**src/rtl/soc_bus_pkg.sv**
```systemverilog
// Shared definitions for the core-to-SoC bus bridge: slave indices, FSM states
// and the select priority encoder.
package soc_bus_pkg;

  localparam int unsigned SLV_MEM  = 0;
  localparam int unsigned SLV_GPIO = 1;
  localparam int unsigned SLV_UART = 2;
  localparam int unsigned SLV_I2C  = 3;
  localparam int unsigned NUM_SLV  = 4;

  localparam logic [31:0] DEFAULT_ERR_RDATA = 32'hDEAD_BEEF;

  typedef enum logic [1:0] {
    StIdle,
    StBusy,
    StResp,
    StErr
  } bus_state_e;

  typedef logic [1:0] slv_idx_t;

  // Lowest slave index wins when the decoder raises more than one select.
  function automatic slv_idx_t sel_to_idx(input logic [NUM_SLV-1:0] sel);
    if (sel[SLV_MEM])       return slv_idx_t'(SLV_MEM);
    else if (sel[SLV_GPIO]) return slv_idx_t'(SLV_GPIO);
    else if (sel[SLV_UART]) return slv_idx_t'(SLV_UART);
    else                    return slv_idx_t'(SLV_I2C);
  endfunction

endpackage

```
**src/rtl/bus_timeout_counter.sv**
```systemverilog
// Saturating cycle counter that flags when a slave has been waited on for
// TIMEOUT_CYCLES cycles.
module bus_timeout_counter #(
  parameter int unsigned TIMEOUT_CYCLES = 255
) (
  input  logic clk_i,
  input  logic rst_ni,
  input  logic clear_i,
  input  logic en_i,
  output logic tc_o
);

  localparam int unsigned CntW = $clog2(TIMEOUT_CYCLES + 1);
  localparam logic [CntW-1:0] TermCnt = CntW'(TIMEOUT_CYCLES - 1);

  logic [CntW-1:0] cnt_q, cnt_d;

  assign tc_o = (cnt_q == TermCnt);

  // Holds at the terminal count instead of wrapping.
  always_comb begin
    cnt_d = cnt_q;
    if (clear_i) begin
      cnt_d = '0;
    end else if (en_i && !tc_o) begin
      cnt_d = cnt_q + 1'b1;
    end
  end

  always_ff @(posedge clk_i or negedge rst_ni) begin
    if (!rst_ni) begin
      cnt_q <= '0;
    end else begin
      cnt_q <= cnt_d;
    end
  end

endmodule

```
**src/rtl/soc_bus_bridge.sv**
```systemverilog
// Single-master bridge from the core memory port to four SoC slaves; unmapped
// or unresponsive accesses complete with an error response.
module soc_bus_bridge
  import soc_bus_pkg::*;
#(
  parameter int unsigned TIMEOUT_CYCLES = 255,
  parameter logic [31:0] ERR_RDATA      = DEFAULT_ERR_RDATA
) (
  input  logic                   clk,
  input  logic                   rst_n,
  input  logic                   cpu_valid,
  input  logic [31:0]            cpu_addr,
  input  logic [31:0]            cpu_wdata,
  input  logic [3:0]             cpu_wstrb,
  output logic                   cpu_ready,
  output logic [31:0]            cpu_rdata,
  output logic                   cpu_err,
  input  logic                   sel_mem,
  input  logic                   sel_gpio,
  input  logic                   sel_uart,
  input  logic                   sel_i2c,
  output logic [NUM_SLV-1:0]     slv_valid,
  output logic [31:0]            slv_addr,
  output logic [31:0]            slv_wdata,
  output logic [3:0]             slv_wstrb,
  input  logic [NUM_SLV-1:0]     slv_ready,
  input  logic [32*NUM_SLV-1:0]  slv_rdata
);

  localparam logic [NUM_SLV-1:0] OneHot0 = NUM_SLV'(1);

  bus_state_e         state_q;
  slv_idx_t           idx_q;
  slv_idx_t           req_idx;
  logic [NUM_SLV-1:0] sel_vec;
  logic [31:0]        sel_rdata;
  logic               timeout;

  always_comb begin
    sel_vec            = '0;
    sel_vec[SLV_MEM]   = sel_mem;
    sel_vec[SLV_GPIO]  = sel_gpio;
    sel_vec[SLV_UART]  = sel_uart;
    sel_vec[SLV_I2C]   = sel_i2c;
    req_idx            = sel_to_idx(sel_vec);
    sel_rdata          = slv_rdata[{idx_q, 5'd0} +: 32];
  end

  bus_timeout_counter #(
    .TIMEOUT_CYCLES (TIMEOUT_CYCLES)
  ) u_timeout (
    .clk_i   (clk),
    .rst_ni  (rst_n),
    .clear_i (state_q == StIdle),
    .en_i    (state_q == StBusy),
    .tc_o    (timeout)
  );

  always_ff @(posedge clk or negedge rst_n) begin
    if (!rst_n) begin
      state_q   <= StIdle;
      idx_q     <= '0;
      slv_valid <= '0;
      slv_addr  <= '0;
      slv_wdata <= '0;
      slv_wstrb <= '0;
      cpu_ready <= 1'b0;
      cpu_err   <= 1'b0;
      cpu_rdata <= '0;
    end else begin
      unique case (state_q)
        StIdle: begin
          cpu_ready <= 1'b0;
          cpu_err   <= 1'b0;
          if (cpu_valid) begin
            if (|sel_vec) begin
              idx_q     <= req_idx;
              slv_addr  <= cpu_addr;
              slv_wdata <= cpu_wdata;
              slv_wstrb <= cpu_wstrb;
              slv_valid <= OneHot0 << req_idx;
              state_q   <= StBusy;
            end else begin
              cpu_ready <= 1'b1;
              cpu_err   <= 1'b1;
              cpu_rdata <= ERR_RDATA;
              state_q   <= StErr;
            end
          end
        end
        // A ready in the terminal cycle takes precedence over the timeout.
        StBusy: begin
          if (slv_ready[idx_q]) begin
            slv_valid <= '0;
            cpu_rdata <= sel_rdata;
            cpu_ready <= 1'b1;
            state_q   <= StResp;
          end else if (timeout) begin
            slv_valid <= '0;
            cpu_rdata <= ERR_RDATA;
            cpu_ready <= 1'b1;
            cpu_err   <= 1'b1;
            state_q   <= StErr;
          end
        end
        StResp, StErr: begin
          cpu_ready <= 1'b0;
          cpu_err   <= 1'b0;
          state_q   <= StIdle;
        end
        default: state_q <= StIdle;
      endcase
    end
  end

endmodule
```
**config.mk**
```make
export PLATFORM = sky130hd
export DESIGN_NAME = soc_bus_bridge
export DESIGN_NICKNAME = d
export VERILOG_FILES = /design/src/rtl/soc_bus_pkg.sv /design/src/rtl/bus_timeout_counter.sv /design/src/rtl/soc_bus_bridge.sv
export SDC_FILE = /design/constraint.sdc
export NUM_CORES = 1
export LEC_CHECK = 0
export ABC_AREA = 1
export ABC_CLOCK_PERIOD_IN_PS = 1900
export BUFFER_PORTS_ARGS = -buffer_cell sky130_fd_sc_hd__buf_2
export CORE_MARGIN = 3
export CORE_UTILIZATION = 35
export CTS_CLUSTER_SIZE = 14
export DETAILED_ROUTE_END_ITERATION = 8
export HOLD_SLACK_MARGIN = 0.1
export MAX_ROUTING_LAYER = met4
export PLACE_DENSITY_LB_ADDON = 0.1
export SYNTH_ARGS = -nofsm -noshare
export SYNTH_HDL_FRONTEND = slang
export SYNTH_HIERARCHICAL = 1
export SYNTH_SLANG_ARGS = --single-unit
```
**constraint.sdc**
```tcl
create_clock -name clk -period 1.9 [get_ports clk]
set_input_delay 0.285 -clock clk [delete_from_list [all_inputs] [get_ports clk]]
set_output_delay 0.285 -clock clk [all_outputs]
set_load 0.1 [all_outputs]
```
==> results of run 1 <==
[worst max-delay path, cell delays in order (launching register included)]
cell	delay (ns)
dfrtp_1	0.36
inv_1	0.08
ha_1	0.20
nand2_1	0.08
nor2_2	0.04
nand2_2	0.09
inv_1	0.07
nor2_4	0.24
nand2_4	0.13
nand2_8	0.11
buf_12	0.15
nand2_1	0.07
nand2_1	0.06
[sequential cells by signal, indices dropped and copies added, names as in the netlist]
name,flops
state_q,2
cpu_err,1
slv_valid,4
cpu_ready,1
slv_addr,32
u_timeout/cnt_q,8
cpu_rdata,32
slv_wstrb,4
idx_q,2
slv_wdata,32
[cell usage after synthesis (all sizes together)]
library cell	n
buf	31
nor3	3
a21oi	3
nor2	31
o21ai	90
xor2	3
dfrtp	118
nand2	364
ha	2
o22ai	8
inv	89
clkbuf	13
nand3	64
nand4	2
clkinv	1
[repair_timing]
action                                 CTS  global route
hold buffers                             2             0
setup endpoints to repair                4            22
gates resized for setup                  1             2
endpoints found under the hold margin   25             0
buffers inserted                         0             2
cloned                                   1             0
pin swaps                                1             3
[routing by layer]
layer  vias up  routed length [um]  global-route usage (%)
met3        12                1173                   5.147
met1      2773                8080                   25.00
met2       175                9088                   32.43
li1       3152                   -                       -
met5         -                   0                       -
met4         0                 144                   4.268
[stage by stage]
step                      instances  util (%)  cell area (um^2)  setup slack, ns  hold WS, ns
after floorplan                 822         -              6000           0.2866     -0.01059
after global placement         1325     46.87              7828          0.04425       0.2363
after detailed placement       1325     46.87              7828         0.005660       0.2349
after CTS                      1360     50.48              8431         0.002620       0.1038
after global routing           1362     50.74              8474         0.004208       0.1131
final                          1362     50.74              8474           0.1482       0.1226
[worst paths after layout]
| check | from | to | slack, ns | cells after the start |
|---|---|---|---|---|
| worst max-delay path | u_timeout/cnt_q[0]$_DFFE_PN0P_ | cpu_rdata[0]$_DFFE_PN0P_ | 0.15 | 12 |
| max in group asynchronous | rst_n | slv_wdata[13]$_DFFE_PN0P_ | 0.97 | 3 |
| worst min-delay path | cpu_addr[1] | slv_addr[1]$_DFFE_PN0P_ | 0.12 | 3 |
| min in group asynchronous | rst_n | cpu_rdata[27]$_DFFE_PN0P_ | 0.33 | 2 |
| worst min register to register | cpu_rdata[24]$_DFFE_PN0P_ | cpu_rdata[24]$_DFFE_PN0P_ | 0.46 | 2 |
| worst max register to register | u_timeout/cnt_q[0]$_DFFE_PN0P_ | cpu_rdata[0]$_DFFE_PN0P_ | 0.15 | 12 |
[cell families (layout without fill, tap and decap cells)]
group           count (synthesis)  count (layout)  synth area share [%]
xor+xnor                        3               3                0.4380
flops                         118             118                 49.22
buf+inv                       134             453                 9.426
compound gates                101             102                 8.780
simple gates                  464             464                 31.72
fa+ha+maj                       2               2                0.4170
[area by class of cell]
class,count,share of cell area (%)
sequential,118,34.86
multi-input combinational,571,29.72
timing repair buffer,331,21.38
clock buffer,23,5.522
inverter,90,4.075
tap,220,3.248
clock inverter,9,1.196
==> summary.md, run 1 <==
| Metric | Value |
|---|---|
| Status | complete, no violations |
| Sequential area share after synthesis | 49.22% |
| Total CTS buffers | 17 |
| Core footprint | ~17000 um^2 |
| Multi-input gate area | 2519 um^2 |
| Number of core rows | 47 |
| Post-route antenna net violation count | 0 |
| H-tree depth | 4 |
| CTS tree | yes |
| Post-detail-place hpwl | about 14000 um |
| Total track usage | 19.86% |
| Clock slew at reported path FFs | around 0.050 ns |
| Initial DRC count | about 300 |
| DRC violations left | 0 |
| Nets | 1338 |
| Vias in the first global route | about 5700 |
| Mapped Cells | roughly 820 |
| Crit end category | flop |
| CTS Buffer Depth | 2 |
| Mapped cell area | 6000 um^2 |
| Fmax | 570.8 MHz |
| Max_slew headroom | 57.80% |
| Unrepaired setup endpoints after global routing | false |
| Tcrit/Tclk final | between 90% and 100% |
| Main area contributors after synthesis | dfrtp_1, nand2_1, o21ai_0 |
| Register bit total from synthesis | around 120 |
| Share of cells above drive strength 1 | around a third |
| Clock Latency Late Sink | a little over 0.4 ns |
| Leading cell type in the layout, fill and taps excluded | nand2_1 |
| Largest net degree at the start of global routing | 66 |
| Least-Margin Pin Slew | 0.6330 ns |
| Max Slew Vio Count | 0 |
| CP Max Fanout | 20 |
| Final Hold Viols | 0 |
| Hold Crit Class | primary input to flop |
| Final Critical Period | ~1.8 ns |
| Via count | between 6000 and 7000 |
| Max cap viols | 0 |
| Final Skew | roughly 0.0084 ns |
| IO Count | around 310 |
| Sequential Area | between 2000 and 3000 um^2 |
| Port bufs | between 300 and 400 |
| Routed wire length | about 18000 um |
| Avg Cell Area, Syn | roughly 7.3 um^2 |
| WS Path Type | flop to flop |
| Count of final setup violators | 0 |
| Yosys cell types | 26 |
| Most frequent cells in the layout | nand2_1, buf_2, dfrtp_1 |
| First-pass GRT wire length | between 20000 and 30000 um |
| Fillers | roughly 1700 |
| CTS Root Cell | clkbuf_16 |
| Initial antenna violation count | 0 |
| GP Congestion | 0.7815 |
| Vias/cell | 4.488 |
| Die height | around 140 um |
| Yosys warns | 6 |
| Worst EP arrival | approximately 2.1 ns |
| ANT cells | 0 |
| Yosys top cell by area | dfrtp_1 |
| TritonCTS Sinks | 118 |
| Layout area overhead | 41.25% |
| Yosys top cell area share | a little under 50% |
| Die width | about 140 um |
| Post-Syn Nets | just over 1000 |
| Setup crit start kind | flop |
| Router iterations before antenna repair | 5 |
| Starting Density | between 30 and 40% |
| Setup tns final | 0 ns |
| Crit path required time | roughly 2.3 ns |
| Overflow left after global routing | 0 |
| Wire per inst | between 10 and 15 um |
| Die area | between 15000 and 20000 um^2 |
Power of run 1 is left out: the tool's default activity adds up to more than one toggle a clock period on the data nets, which glitch-free logic cannot reach.
==> inputs of run 2 (changes only) <==
Settings changed: CELL_PAD_IN_SITES_DETAIL_PLACEMENT from default to 1, CELL_PAD_IN_SITES_GLOBAL_PLACEMENT from default to 1, CORE_ASPECT_RATIO from default to 1.2, CORE_UTILIZATION 35 to 31, REMOVE_ABC_BUFFERS from default to 1.
==> run 2 against run 1 <==
Effect of this change: sequential share of layout area shrank 0.52 points; register-to-register slack got worse by 0.02 ns; global-route usage up 0.38 points; first-iteration DRC count down 41%; critical path depth stayed put; routed wire length grew 13%; clock skew is 0.0021 ns lower; cell count rose by 2.9%; critical path type unchanged; largest cell class unchanged.
==> summary.md, run 2 (synthesis gave the netlist of run 1 again) <==
| Metric | Value |
|---|---|
| Final Critical Period | 1.769 ns (+0.01755 ns) |
| Vias/cell | 4.475 (-0.29%) |
| Worst setup path start | u_timeout/cnt_q[0]$_DFFE_PN0P_ |
| DRC violations left | 0 (unchanged) |
| R2R setup slack | 0.13 ns (-0.02 ns) |
| Multi-input gate area | 2519 um^2 (unchanged) |
| Final Hold Viols | 0 (unchanged) |
| TritonCTS Sinks | 118 (unchanged) |
| CTS Buffer Depth | 2 (unchanged) |
| Nets | 1339 (+0.075%) |
| Critical R2R Launch | u_timeout/cnt_q[0]$_DFFE_PN0P_ |
| Max cap viols | 0 (unchanged) |
| Setup crit start kind | flop |
| Tcrit/Tclk final | 93.12% (+0.92 points) |
| Number of core rows | 55 (+17%) |
| Crit path buffers/inverters | 4 (+1) |
| Total CTS buffers | 17 (unchanged) |
| GP Congestion | 0.7787 (-0.36%) |
| Max Slew Vio Count | 0 (unchanged) |
| Final Skew | 0.006266 ns (-0.002099 ns) |
| Initial antenna violation count | 2 (+2) |
| Initial DRC count | 179 (-41%) |
| Total track usage | 20.24% (+0.38 points) |
| Clock Latency Late Sink | 0.41 ns (about the same) |
| Worst path most repeated cell | nand2_1 |
| First-pass GRT wire length | 33190 um (+16%) |
| CP max-delay cell | dfrtp_1 |
| Worst EP arrival | 2.11 ns (about the same) |
| Largest net degree at the start of global routing | 65 (-1.5%) |
| Sequential Area | 2954 um^2 (unchanged) |
| Largest regs | cpu_rdata x32, slv_addr x32, slv_wdata x32 |
| Hold Crit Class | primary input to flop |
| CP cell instances | inv_2 -> ha_1 -> nand2_1 -> nor2_2 -> nand2_2 -> inv_1 -> nor2_4 -> buf_4 -> a21oi_4 -> buf_12 -> nand2_1 -> nand2_1 |
| WS Path Type | flop to flop |
| H-tree depth | 4 (unchanged) |
| Port bufs | 312 (unchanged) |
| Crit end category | flop |
| CP Depth | 12 (unchanged) |
| Router iterations before antenna repair | 4 (-1) |
| CP Capture Point | cpu_rdata[23]$_DFFE_PN0P_ |
| Worst reg2reg endpoint | cpu_rdata[23]$_DFFE_PN0P_ |
| Fmax | 565.2 MHz (-0.99%) |
| CP top delay family | buffers and inverters |
| Overflow left after global routing | 0 (unchanged) |
| Final design utilization | 45.45% (-5.3 points) |
| Core footprint | 18920 um^2 (+13%) |
| Routed wire length | 20840 um (+13%) |
| Status | complete, no violations |
| R2R cell count | 12 (unchanged) |
| Via count | 6269 (+2.6%) |
| Least-Margin Pin Slew | 0.5252 ns (-0.1078 ns) |
| Starting Density | 31.70% (-4.2 points) |
| Die area | 21070 um^2 (+12%) |
| Fillers | 2479 (+43%) |
| Max incr delay on CP | 0.40 ns (+0.04 ns) |
| Clock slew at reported path FFs | 0.06 ns (about the same) |
| CTS Root Cell | clkbuf_16 |
| Die height | 158.4 um (+16%) |
| IO Count | 313 (unchanged) |
| Vias in the first global route | 6476 (+13%) |
| Crit path required time | 2.24 ns (about the same) |
| Leading cell type in the layout, fill and taps excluded | nand2_1 |
| CTS tree | yes |
| Share of cells above drive strength 1 | 33.68% (+0.50 points) |
| Most frequent cells in the layout | nand2_1, buf_2, dfrtp_1 |
| Count of final setup violators | 0 (unchanged) |
| Post-route antenna net violation count | 0 (unchanged) |
| Post-detail-place hpwl | 15620 um (+14%) |
| Wire per inst | 14.88 um (+9.6%) |
| Max_slew headroom | 65.23% (+7.4 points) |
| Layout area overhead | 43.38% |
| Die width | 133.0 um (-2.9%) |
| CP Max Fanout | 13 (-35%) |
## run 2: area by class of cell
class / count / area share [%]
antenna: 2 / 0.05818
clock buffer: 19 / 5.149
clock inverter: 13 / 1.818
inverter: 90 / 4.015
multi-input combinational: 571 / 29.28
sequential: 118 / 34.34
tap: 256 / 3.724
timing repair buffer: 332 / 21.61
## run 2: tightest hold or removal path: cells and delay by family
| family | cells | cell delay (ns) |
|---|---|---|
| AOI/OAI and AO/OA | 1 | 0.07 |
| buffers and inverters | 2 | 0.13 |
## run 2: repair_timing
item	in CTS	in global routing
endpoints found under the hold margin	26	0
setup endpoints to repair	24	33
hold buffers	1	0
setup buffers	0	4
resized for setup	2	2
gates cloned	1	1
pin swaps	1	4
## run 2: worst min-delay path by stage
| stage | cells after the start | to | start | slack, ns |
|---|---|---|---|---|
| finish | 3 | slv_addr[19]$_DFFE_PN0P_ | cpu_addr[19] | 0.13 |
| global route | 3 | slv_wdata[13]$_DFFE_PN0P_ | cpu_wdata[13] | 0.11 |
| detailed placement | 1 | slv_wdata[25]$_DFFE_PN0P_ | rst_n | 0.26 |
| CTS | 3 | slv_wdata[13]$_DFFE_PN0P_ | cpu_wdata[13] | 0.10 |
| floorplan | 0 | cpu_err$_DFFE_PN0P_ | rst_n | -0.01 |
| global placement | 1 | slv_wdata[25]$_DFFE_PN0P_ | rst_n | 0.26 |
## run 2: through the flow
| step | area [um^2] | TNS [ns] | worst slack [ns] | instances | hold slack [ns] |
|---|---|---|---|---|---|
| 3_3_place_gp | 7878 | 0 | 0.003139 | 1360 | 0.2551 |
| 2_1_floorplan | 5779 | -74.00 | -0.9815 | 778 | -0.01059 |
| 6_report | 8602 | 0 | 0.1307 | 1401 | 0.1253 |
| 3_5_place_dp | 7878 | -1.542 | -0.09190 | 1360 | 0.2570 |
| 5_1_grt | 8602 | -0.001767 | -0.001767 | 1401 | 0.1131 |
| 4_1_cts | 8508 | 0 | 0.05992 | 1394 | 0.1012 |
## run 2: layer usage
| layer | up-vias | wire length [um] | track usage (%) |
|---|---|---|---|
| met3 | 25 | 1748 | 6.068 |
| met2 | 237 | 9985 | 34.03 |
| met1 | 2844 | 8775 | 23.28 |
| met4 | 0 | 333 | 6.683 |
| li1 | 3163 | - | - |
| met5 | - | 0 | - |
Power of run 2 is left out for the same reason.
